## src/rtl/mem_arb_pkg.sv

```systemverilog
// Shared encodings and defaults for the unified-memory arbiter.
package mem_arb_pkg;

    // Owner tag carried alongside each read in flight.
    localparam logic [0:0] MEM_ARB_OWNER_IF = 1'b0;
    localparam logic [0:0] MEM_ARB_OWNER_D  = 1'b1;

    // Priority FSM state encodings.
    localparam logic [0:0] D_PRI  = 1'b0;
    localparam logic [0:0] IF_PRI = 1'b1;

    // Default memory read latency and fetch starvation limit.
    localparam int DEF_MEM_LAT    = 1;
    localparam int DEF_STARVE_MAX = 4;

endpackage

```

## src/rtl/mem_arb_tagpipe.sv

```systemverilog
// MEM_LAT-deep shift register of {valid, owner} tags that tracks reads in
// flight so returning data can be steered back to the requester.
module mem_arb_tagpipe
    import mem_arb_pkg::*;
#(
    parameter int MEM_LAT = DEF_MEM_LAT
) (
    input  logic       clk_i,
    input  logic       rst_i,
    input  logic       push_valid_i,
    input  logic [0:0] push_owner_i,
    output logic       pop_valid_o,
    output logic [0:0] pop_owner_o
);

    logic [MEM_LAT-1:0] vld_q, vld_d;
    logic [MEM_LAT-1:0] own_q, own_d;

    // Shift every tag one stage toward the output each cycle.
    always_comb begin
        vld_d    = vld_q;
        own_d    = own_q;
        vld_d[0] = push_valid_i;
        own_d[0] = push_owner_i[0];
        for (int i = 1; i < MEM_LAT; i++) begin
            vld_d[i] = vld_q[i-1];
            own_d[i] = own_q[i-1];
        end
    end

    // Tag registers; reset discards anything in flight.
    always_ff @(posedge clk_i) begin
        if (rst_i) begin
            vld_q <= '0;
            own_q <= '0;
        end else begin
            vld_q <= vld_d;
            own_q <= own_d;
        end
    end

    assign pop_valid_o = vld_q[MEM_LAT-1];
    assign pop_owner_o = own_q[MEM_LAT-1];

endmodule

```

## src/rtl/mem_arb.sv

```systemverilog
// Single-port memory arbiter between instruction fetch and the memory stage.
// Data normally wins; a fetch denied STARVE_MAX times in a row gets one turn
// at priority.
module mem_arb
    import mem_arb_pkg::*;
#(
    parameter int ADDR_W     = 32,
    parameter int DATA_W     = 32,
    parameter int MEM_LAT    = DEF_MEM_LAT,
    parameter int STARVE_MAX = DEF_STARVE_MAX
) (
    input  logic              clk_i,
    input  logic              rst_i,
    input  logic              if_req_i,
    input  logic [ADDR_W-1:0] if_addr_i,
    output logic              if_gnt_o,
    output logic              if_stall_o,
    output logic              if_rvalid_o,
    output logic [DATA_W-1:0] if_rdata_o,
    input  logic              d_req_i,
    input  logic              d_we_i,
    input  logic [ADDR_W-1:0] d_addr_i,
    input  logic [DATA_W-1:0] d_wdata_i,
    output logic              d_gnt_o,
    output logic              d_stall_o,
    output logic              d_rvalid_o,
    output logic [DATA_W-1:0] d_rdata_o,
    input  logic              mem_ready_i,
    output logic              mem_req_o,
    output logic              mem_we_o,
    output logic [ADDR_W-1:0] mem_addr_o,
    output logic [DATA_W-1:0] mem_wdata_o,
    input  logic [DATA_W-1:0] mem_rdata_i
);

    localparam logic [3:0] STARVE_LIM = 4'(STARVE_MAX);

    logic [0:0] state_q, state_d;
    logic [3:0] cnt_q, cnt_d;
    logic       act;
    logic       if_win;
    logic       pop_valid;
    logic [0:0] pop_owner;

    // Grant selection and memory port mux; nothing is issued in reset or
    // while the memory is busy.
    always_comb begin
        act        = ~rst_i & mem_ready_i;
        if_win     = if_req_i & (~d_req_i | (state_q == IF_PRI));
        if_gnt_o   = act & if_win;
        d_gnt_o    = act & d_req_i & ~if_win;
        if_stall_o = ~rst_i & if_req_i & ~if_gnt_o;
        d_stall_o  = ~rst_i & d_req_i & ~d_gnt_o;
        mem_req_o  = if_gnt_o | d_gnt_o;
        mem_we_o   = d_gnt_o & d_we_i;
        mem_addr_o = '0;
        mem_wdata_o = '0;
        if (if_gnt_o) begin
            mem_addr_o = if_addr_i;
        end else if (d_gnt_o) begin
            mem_addr_o  = d_addr_i;
            mem_wdata_o = d_wdata_i;
        end
    end

    // Starve counter and priority FSM; both freeze while memory is busy.
    // Going to IF_PRI on the counter's next value lets fetch win the cycle
    // right after the denial that reached the limit.
    always_comb begin
        state_d = state_q;
        cnt_d   = cnt_q;
        if (mem_ready_i) begin
            if (!if_req_i || if_gnt_o) begin
                cnt_d = 4'd0;
            end else if (cnt_q < STARVE_LIM) begin
                cnt_d = cnt_q + 4'd1;
            end
            if (state_q == D_PRI) begin
                if (cnt_d == STARVE_LIM) begin
                    state_d = IF_PRI;
                end
            end else if (if_gnt_o || !if_req_i) begin
                state_d = D_PRI;
            end
        end
    end

    // FSM and counter registers.
    always_ff @(posedge clk_i) begin
        if (rst_i) begin
            state_q <= D_PRI;
            cnt_q   <= 4'd0;
        end else begin
            state_q <= state_d;
            cnt_q   <= cnt_d;
        end
    end

    mem_arb_tagpipe #(
        .MEM_LAT (MEM_LAT)
    ) u_tagpipe (
        .clk_i        (clk_i),
        .rst_i        (rst_i),
        .push_valid_i (mem_req_o & ~mem_we_o),
        .push_owner_i (d_gnt_o ? MEM_ARB_OWNER_D : MEM_ARB_OWNER_IF),
        .pop_valid_o  (pop_valid),
        .pop_owner_o  (pop_owner)
    );

    // Response steering; read data is passed straight through.
    always_comb begin
        if_rvalid_o = ~rst_i & pop_valid & (pop_owner == MEM_ARB_OWNER_IF);
        d_rvalid_o  = ~rst_i & pop_valid & (pop_owner == MEM_ARB_OWNER_D);
        if_rdata_o  = mem_rdata_i;
        d_rdata_o   = mem_rdata_i;
    end

endmodule
```

## config.mk

```make
export PLATFORM = sky130hd
export DESIGN_NAME = mem_arb
export DESIGN_NICKNAME = d
export VERILOG_FILES = /design/src/rtl/mem_arb_pkg.sv /design/src/rtl/mem_arb_tagpipe.sv /design/src/rtl/mem_arb.sv
export SDC_FILE = /design/constraint.sdc
export NUM_CORES = 1
export LEC_CHECK = 0
export CORE_AREA = 2 2 106 108
export DETAILED_ROUTE_END_ITERATION = 8
export DIE_AREA = 0 0 108 110
export DONT_BUFFER_PORTS = 1
export GPL_ROUTABILITY_DRIVEN = 0
export PLACE_DENSITY = 0.3
export REMOVE_ABC_BUFFERS = 1
export SLEW_MARGIN = 25
export SYNTH_ARGS = -nofsm -noshare
export SYNTH_HDL_FRONTEND = slang
export SYNTH_HIERARCHICAL = 1
export SYNTH_SLANG_ARGS = --single-unit
```

## constraint.sdc

```tcl
create_clock -name clk_i -period 1.6 [get_ports clk_i]
set_input_delay 0.08 -clock clk_i [delete_from_list [all_inputs] [get_ports clk_i]]
set_output_delay 0.08 -clock clk_i [all_outputs]
set_load 0.05 [all_outputs]
```

==> results of run 1 <==
[power breakdown]
part | internal (mW) | leakage [nW] | switching [mW] | total (mW)
Clock | 0.172 | 0.0228 | 0.0714 | 0.243
Sequential | 0.178 | 0.0576 | 0.00363 | 0.182
Combinational | 0.322 | 1.09 | 0.360 | 0.682
[registers in the layout, summed over array words and instances (netlist names)]
name / flops
cnt_q: 4
u_tagpipe/pop_valid_o: 1
u_tagpipe/pop_owner_o: 1
state_q: 1
[final cells by class]
cell class | instances | area share [%]
multi-input cells | 97 | 33.1
well taps | 140 | 6.21
repair buffers | 79 | 53.7
clock buffers | 4 | 1.60
inverters | 2 | 0.266
flip-flops and latches | 7 | 5.10
[layout by cell type, fill, tap and decap left out, types with 2 or more instances in the layout]
| master | n |
|---|---|
| nor3b_1 | 2 |
| clkbuf_8 | 3 |
| and2_4 | 9 |
| and2_2 | 5 |
| buf_6 | 2 |
| a22o_1 | 11 |
| nor2_1 | 5 |
| a22o_4 | 21 |
| and2_1 | 19 |
| buf_12 | 68 |
| dfxtp_1 | 6 |
| buf_4 | 4 |
| a21o_1 | 2 |
| nor2b_1 | 6 |
| nand2_1 | 2 |
| clkbuf_16 | 3 |
| inv_1 | 2 |
| and3_4 | 2 |
[layer usage]
layer	vias up	global-route usage (%)	wire length [µm]
met4	2	0.458	42
met5	-	4.46	13
met1	661	17.3	4170
met3	10	19.7	2600
met2	208	14.6	3530
li1	571	-	-
[kinds of logic (layout without fill, tap and decap cells)]
family / Yosys count / after routing
AND/OR/NAND/NOR: 56 / 56
buffers and inverters: 78 / 85
flip-flops: 7 / 7
multiplexers: 1 / 1
AO/OA/AOI/OAI: 38 / 38
adder cells (fa/ha/maj): 1 / 1
XOR/XNOR: 1 / 1
[final timing paths]
check / slack (ns) / from / end / cells after the start
setup reg to reg: 0.30 / cnt_q[0] / state_q / 4
hold / removal: 0.03 / rst_i / state_q / 3
setup / recovery: 0.04 / state_q / mem_addr_o[26] / 5
hold reg to reg: 0.46 / cnt_q[3] / cnt_q[3] / 2
[repair_timing]
| action | 4_1_cts | 5_1_grt |
|---|---|---|
| hold endpoints to repair | 2 | 0 |
| pin swaps | 0 | 2 |
| gates resized for setup | 12 | 32 |
| setup buffers | 0 | 0 |
| endpoints found under the setup margin | 33 | 60 |
| cloned | 0 | 5 |
| hold buffers | 1 | 0 |
[through the flow]
| step | util (%) | TNS (ns) | power (mW) |
|---|---|---|---|
| CTS | 23.8 | 0 | 1.07 |
| global placement | 22.7 | 0 | 0.803 |
| detailed placement | 22.7 | 0 | 0.804 |
| finish | 26.4 | 0 | 1.11 |
| global route | 26.4 | -0.149 | 1.15 |
| floorplan | - | -56.07 | 0.495 |
[worst max-delay path, cell delays in order (launching register included)]
cell and delay, ns:
dfxtp_4 0.35, nand2b_4 0.14, and3_4 0.19, clkbuf_16 0.18, a22o_4 0.24, buf_12 0.15
==> qor.txt, run 1 <==
Hold/Removal Path Class - in2reg
DR vias - 1452
Overall Global Routing Usage - 14.4%
PnR worst setup slack - 0.0404 ns
Share of cells above drive strength 1 - 64.6%
Fillers - 1100
CP required - 1.52 ns
Synth Area in XOR/XNOR - 0.624%
Fin crit period - 1.56 ns
Startpoint types - flip-flop
Avg Synthesized Cell Area - 7.71 µm²
Starting density of the core - 13.1%
Fin. Hold Viols - 0
Drt drc - 0
Max FO, Critical Path - 9
Worst vdd ir - 0.528 mV
Global-route wire length before repair - 11500 µm
CP arrival - 1.48 ns
Largest family of logic cells by synthesized area - buffers and inverters
CTS Buffer Depth - 2
CP Class - reg2out
Max-slew headroom - 67.4%
Drt first-iter violations - 73
Nets - 325
Hold slack - 0.0272 ns
Highest achievable clock rate - 641 MHz
Dpl cell area - 2430 µm²
Synth area leaders - buf_4 34%, a22o_1 20%, and2_1 15%
Core outline area - 10700 µm²
Root Driver - clkbuf_8
Wirelength, routed - 10400 µm
Synth cell count leaders - 64 x buf_4, 33 x and2_1, 32 x a22o_1, 9 x buf_2, 7 x dfxtp_1
Multi-input logic area - 935 µm²
Post-synth top flop - dfxtp_1
Seq/Total Area, Yosys - 9.98%
FP Rows - 38
Crit share post-route - 97.5%
HPWL after detailed placement - 7930 µm
Post-route ant nets - 0
CTS tree - done
Router iterations before antenna repair - 4
Largest net degree at the start of global routing - 47
Async SR Flop Fraction - 0%
Post-synthesis cell count - 182
Adder-cell share of the synthesized area - 0.891%
Final setup skew - 0.00418 ns
P&R area growth vs syn - 101%
Post-Place Setup Slack - 0.176 ns
Vias in the first global route - 1437
Placed cell count - 319
Clock transition at the registers of the reported paths - 0.04 ns
Max cap viols - 0
Die Width - 108 µm
Die Footprint - 11900 µm²
Yosys cell types - 25
DR vias/cell - 4.41
# port buffers - 0
Slew Viols, Final - 0
Sink Count - 7
Multiplexer area fraction after synthesis - 0.713%
Die height - 110 µm
Clock Latency Late Sink - 0.22 ns
Synth area leader - buf_4
Initial antenna violation count - 1
Slew at the pin closest to its max-slew limit - 0.490 ns
Htree depth - 1
CTS Buf Count - 3
Post-synth top area share - 34.2%
I/O Pins - 270
Sequential Area - 144 µm²
Mapped Area - 1400 µm²
Overflow after GRT - 0
RSZ-0062 raised after global routing - yes
Power per cell area - 393 nW/µm²
Average routed wire per standard cell - 31.5 µm
Final Setup Violations - 0
Post-route cell area - 2820 µm²
N_diodes - 0
Count leader, synth - buf_4
Final Non-Filler Cells - 329
Leakage Power - 1.17 nW
YS warnings - 6
Critical Path Sink Type - output port
Compound-gate portion of the synthesized area - 22.9%
Status - finished, final reports clean
EDFF count, synth - 0
Register bit total from synthesis - 7
Simple-gate share of the synthesized area - 24.5%
Note: power is estimated with default switching activity, not from simulation.
==> inputs of run 2 (changes only) <==
--- a/config.mk
+++ b/config.mk
@@ -10,8 +10,10 @@
 export DIE_AREA = 0 0 108 110
 export DONT_BUFFER_PORTS = 1
 export GPL_ROUTABILITY_DRIVEN = 0
+export GPL_TIMING_DRIVEN = 0
 export PLACE_DENSITY = 0.3
 export REMOVE_ABC_BUFFERS = 1
+export SETUP_SLACK_MARGIN = 0.15
 export SLEW_MARGIN = 25
 export SYNTH_ARGS = -nofsm -noshare
 export SYNTH_HDL_FRONTEND = slang
==> constraint.sdc (replaced) <==
create_clock -name clk_i -period 1.8 [get_ports clk_i]
set_input_delay 0.09 -clock clk_i [delete_from_list [all_inputs] [get_ports clk_i]]
set_output_delay 0.09 -clock clk_i [all_outputs]
set_load 0.05 [all_outputs]
==> qor.txt, run 2 (synthesis results as in run 1) <==
Core outline area - 10700 µm²
PnR worst setup slack - 0.187 ns
Hold Crit Endpoint - state_q
Root Driver - clkbuf_8
Fin. Hold Viols - 0
P&R area growth vs syn - 12.8%
Max cap viols - 0
Clock Latency Late Sink - 0.23 ns
Hold/Removal Path Class - in2reg
Fillers - 1198
Sequential Area - 140 µm²
Router iterations before antenna repair - 4
Post-route ant nets - 0
# port buffers - 0
Sink Count - 7
Post-Place Setup Slack - 0.00949 ns
Most flops, register - cnt_q
Die height - 110 µm
Global-route wire length before repair - 11000 µm
Final Setup Violations - 0
R2R Path End - state_q
Die Footprint - 11900 µm²
Share of cells above drive strength 1 - 68.6%
Starting density of the core - 13.1%
Max FFs per register - 4
Max FO, Critical Path - 5
Wirelength, routed - 9660 µm
Dpl cell area - 1070 µm²
Final setup skew - 0.00161 ns
CP arrival - 1.52 ns
Initial antenna violation count - 1
Leakage Power - 0.679 nW
Most frequent cells in the layout - 30 x a22o_4, 28 x and2_4, 7 x dfxtp_1
WHS Path Cells - 3
CP required - 1.71 ns
RSZ-0062 raised after global routing - yes
Die Width - 108 µm
Drt first-iter violations - 38
Critical Path Sink Type - output port
N_diodes - 0
Largest net degree at the start of global routing - 43
Power per cell area - 494 nW/µm²
Fin crit period - 1.61 ns
Crit share post-route - 89.6%
Worst vdd ir - 0.272 mV
P_int - 432 µW
HPWL after detailed placement - 7600 µm
Hold_sp - rst_i
Htree depth - 1
Clock share of power - 28.2%
Startpoint types - flip-flop
R2R setup slack - 0.42 ns
Logic pwr share - 51.0%
Post-route cell area - 1580 µm²
Nets - 254
FP Rows - 38
Commonest non-fill, non-tap cell in the layout - a22o_4
Sw frac - 44.8%
DR vias - 1142
Slew at the pin closest to its max-slew limit - 1.01 ns
Vias in the first global route - 1141
Sequential Power Share - 20.8%
Drt drc - 0
Highest achievable clock rate - 620 MHz
Overall Global Routing Usage - 14.6%
CTS Buf Count - 3
CTS Buffer Depth - 2
Sw power - 351 µW
Clock transition at the registers of the reported paths - 0.04 ns
RR Startpoint - cnt_q[0]
CTS tree - done
Multi-input logic area - 1070 µm²
Slew Viols, Final - 0
Hold slack - 0.0583 ns
Overflow after GRT - 0
Status - finished, final reports clean
Average routed wire per standard cell - 37.4 µm
Max-slew headroom - 32.8%
Cell depth of the worst flop-to-flop path - 4
I/O Pins - 270
DR vias/cell - 4.43
CP Class - reg2out
Setup TNS - 0 ns
## run 2: changes by cell type in the layout (fill, tap and decap cells not counted), moves of 2 or more
cell | before | now
a22o_4 | 21 | 30
a22o_2 | 0 | 2
buf_4 | 4 | 1
and2_4 | 9 | 28
and2_1 | 19 | 0
buf_16 | 0 | 2
a22o_1 | 11 | 0
buf_6 | 2 | 0
buf_12 | 68 | 1
## run 2: metrics by stage
step	util (%)	cells	total power [mW]
floorplan	-	106	0.440
global placement	9.53	246	0.477
detailed placement	10.0	248	0.481
CTS	13.0	255	0.756
global route	14.8	258	0.819
finish	14.8	258	0.783
## run 2: final cells by class
class	instances	area share (%)
inverters	2	0.474
well taps	140	11.1
multi-input cells	98	67.8
flip-flops and latches	7	8.85
clock buffers	4	2.84
repair buffers	7	9.00
## run 2: power groups by stage
stage          clock [mW]  combinational [mW]  sequential [mW]
2_1_floorplan           0               0.276            0.164
3_3_place_gp            0               0.311            0.165
3_5_place_dp            0               0.316            0.165
4_1_cts             0.229               0.365            0.163
5_1_grt             0.238               0.417            0.163
6_report            0.221               0.400            0.163
## run 2: timing repair
item | in CTS | in global routing
buffers inserted | 1 | 1
cloned | 1 | 2
setup endpoints to repair | 62 | 64
pin swaps | 1 | 3
endpoints found under the hold margin | 2 | 0
hold buffers | 1 | 0
resized for setup | 84 | 45
## run 2: worst max path at each step
stage | from | endpoint | depth (start not counted)
2_1_floorplan | state_q | mem_addr_o[0] | 3
3_3_place_gp | state_q | d_stall_o | 3
3_5_place_dp | state_q | mem_wdata_o[18] | 4
4_1_cts | state_q | mem_addr_o[4] | 4
5_1_grt | state_q | if_stall_o | 2
6_report | state_q | if_stall_o | 2
## run 2: routing by layer
metal | share of wire (%) | global-route usage (%) | routed length (µm) | vias up
li1 | - | - | - | 430
met1 | 40 | 17.5 | 3830 | 506
met2 | 32 | 14.7 | 3130 | 194
met3 | 27 | 19.9 | 2650 | 8
met4 | 0.21 | 0.549 | 20 | 4
met5 | 0.33 | 3.57 | 32 | -
## run 2: critical path: stages (launching register included)
cell and delay (ns):
dfxtp_1 0.33, nand2b_1 0.17, a21boi_1 0.80
==> inputs of run 3 (changes only) <==
--- a/config.mk
+++ b/config.mk
@@ -5,9 +5,9 @@
 export SDC_FILE = /design/constraint.sdc
 export NUM_CORES = 1
 export LEC_CHECK = 0
-export CORE_AREA = 2 2 106 108
+export CORE_AREA = 2 2 104 106
 export DETAILED_ROUTE_END_ITERATION = 8
-export DIE_AREA = 0 0 108 110
+export DIE_AREA = 0 0 106 108
 export DONT_BUFFER_PORTS = 1
 export GPL_ROUTABILITY_DRIVEN = 0
 export GPL_TIMING_DRIVEN = 0
==> qor.txt, run 3 (synthesis results as in run 1) <==
Most frequent cells in the layout - 32 x and2_2, 23 x a22o_2, 9 x a22o_4, 6 x dfxtp_1
WHS Path Cells - 3
Fin crit period - 1.69 ns
Highest achievable clock rate - 593 MHz
Max-slew headroom - 33.0%
CP Class - reg2out
Cell depth of the worst flop-to-flop path - 5
Hold/Removal Path Class - in2reg
Fin. Hold Viols - 0
Most flops, register - cnt_q
Drt drc - 0
Die height - 108 µm
Commonest non-fill, non-tap cell in the layout - and2_2
Pwr Total - 745 µW
R2R setup slack - 0.46 ns
Die Width - 106 µm
Final Util - 13.2%
Root Driver - clkbuf_8
CTS Buf Count - 3
Die Footprint - 11400 µm²
Dpl cell area - 1070 µm²
RR Startpoint - state_q
Overflow after GRT - 0
Share of cells above drive strength 1 - 68.4%
Clock transition at the registers of the reported paths - 0.04 ns
Post-Place Setup Slack - -0.00141 ns
Initial antenna violation count - 0
R2R Path End - u_tagpipe/pop_valid_o
Starting density of the core - 13.7%
Max FO, Critical Path - 51
Average routed wire per standard cell - 44.3 µm
FP Rows - 37
Slew at the pin closest to its max-slew limit - 1.00 ns
CP max-delay cell - and2_2
Leakage Power - 0.536 nW
DR vias/cell - 4.56
Final Non-Filler Cells - 253
Sink Count - 7
Htree depth - 1
N_diodes - 0
Startpoint types - flip-flop
Final setup skew - 0.00449 ns
CP required - 1.71 ns
Power per cell area - 552 nW/µm²
Core outline area - 10200 µm²
HPWL after detailed placement - 9650 µm
CP arrival - 1.60 ns
Worst vdd ir - 0.348 mV
Placed cell count - 244
Final Setup Violations - 0
Max FFs per register - 4
CTS tree - done
Status - finished, final reports clean
Crit share post-route - 93.7%
Hold slack - 0.0436 ns
Nets - 253
Slew Viols, Final - 0
# port buffers - 0
Wirelength, routed - 11200 µm
Critical Path Sink Type - output port
PnR worst setup slack - 0.113 ns
RSZ-0062 raised after global routing - yes
CP peak stage delay - 0.42 ns
Cell Chain, Critical Path - nand2_1 -> and3_4 -> buf_16 -> and2_2
Hold Crit Endpoint - state_q
Clock Latency Late Sink - 0.23 ns
Post-route ant nets - 0
Top delay family on crit path - simple AND/OR/NAND/NOR gates
Largest net degree at the start of global routing - 52
I/O Pins - 270
Router iterations before antenna repair - 4
Post-route cell area - 1350 µm²
Hold_sp - rst_i
Drt first-iter violations - 66
DR vias - 1154
Vias in the first global route - 1121
Setup TNS - 0 ns
Max cap viols - 0
Global-route wire length before repair - 13200 µm
P&R area growth vs syn - -3.92%
Overall Global Routing Usage - 18.3%
CTS Buffer Depth - 2
Crit path buf inv count - 1
[run 3: worst max-delay path by stage]
stage                 start         endpoint  cells past startpoint
finish              state_q   mem_wdata_o[5]                      4
global route        state_q  mem_wdata_o[10]                      4
CTS                 state_q        d_stall_o                      4
detailed placement  state_q        d_stall_o                      4
global placement    state_q        d_stall_o                      3
floorplan           state_q    mem_addr_o[0]                      3
[run 3: report_power, final]
group          internal, mW  switching [mW]  total [mW]
combinational        0.0868           0.271       0.358
sequential            0.160         0.00298       0.162
clock                 0.154          0.0711       0.225
total                 0.400           0.345       0.745
[run 3: final cells by class]
cell class,count,area (µm²)
clock buffers,4,45.0
fillers,1164,8880
inverters,2,7.51
multi-input cells,98,880
flip-flops and latches,7,141
well taps,136,170
repair buffers,6,105
[run 3: metal layers]
| metal | vias up | GRT usage [%] | part of all wire [%] |
|---|---|---|---|
| li1 | 427 | - | - |
| met1 | 508 | 14.0 | 26 |
| met2 | 211 | 27.1 | 43 |
| met3 | 6 | 25.3 | 29 |
| met4 | 2 | 3.10 | 0.98 |
| met5 | - | 4.91 | 0.52 |
[run 3: timing repair]
item	CTS	global route
setup endpoints to repair	66	68
buffers inserted	2	0
pin swaps	4	1
cloned	2	0
hold endpoints to repair	2	0
hold buffers	1	0
resized for setup	77	4
[run 3: worst min-delay path: cells and delay by family]
kind | cells | cell delay [ns]
AND/OR/NAND/NOR | 2 | 0.07
AO/OA/AOI/OAI | 1 | 0.06
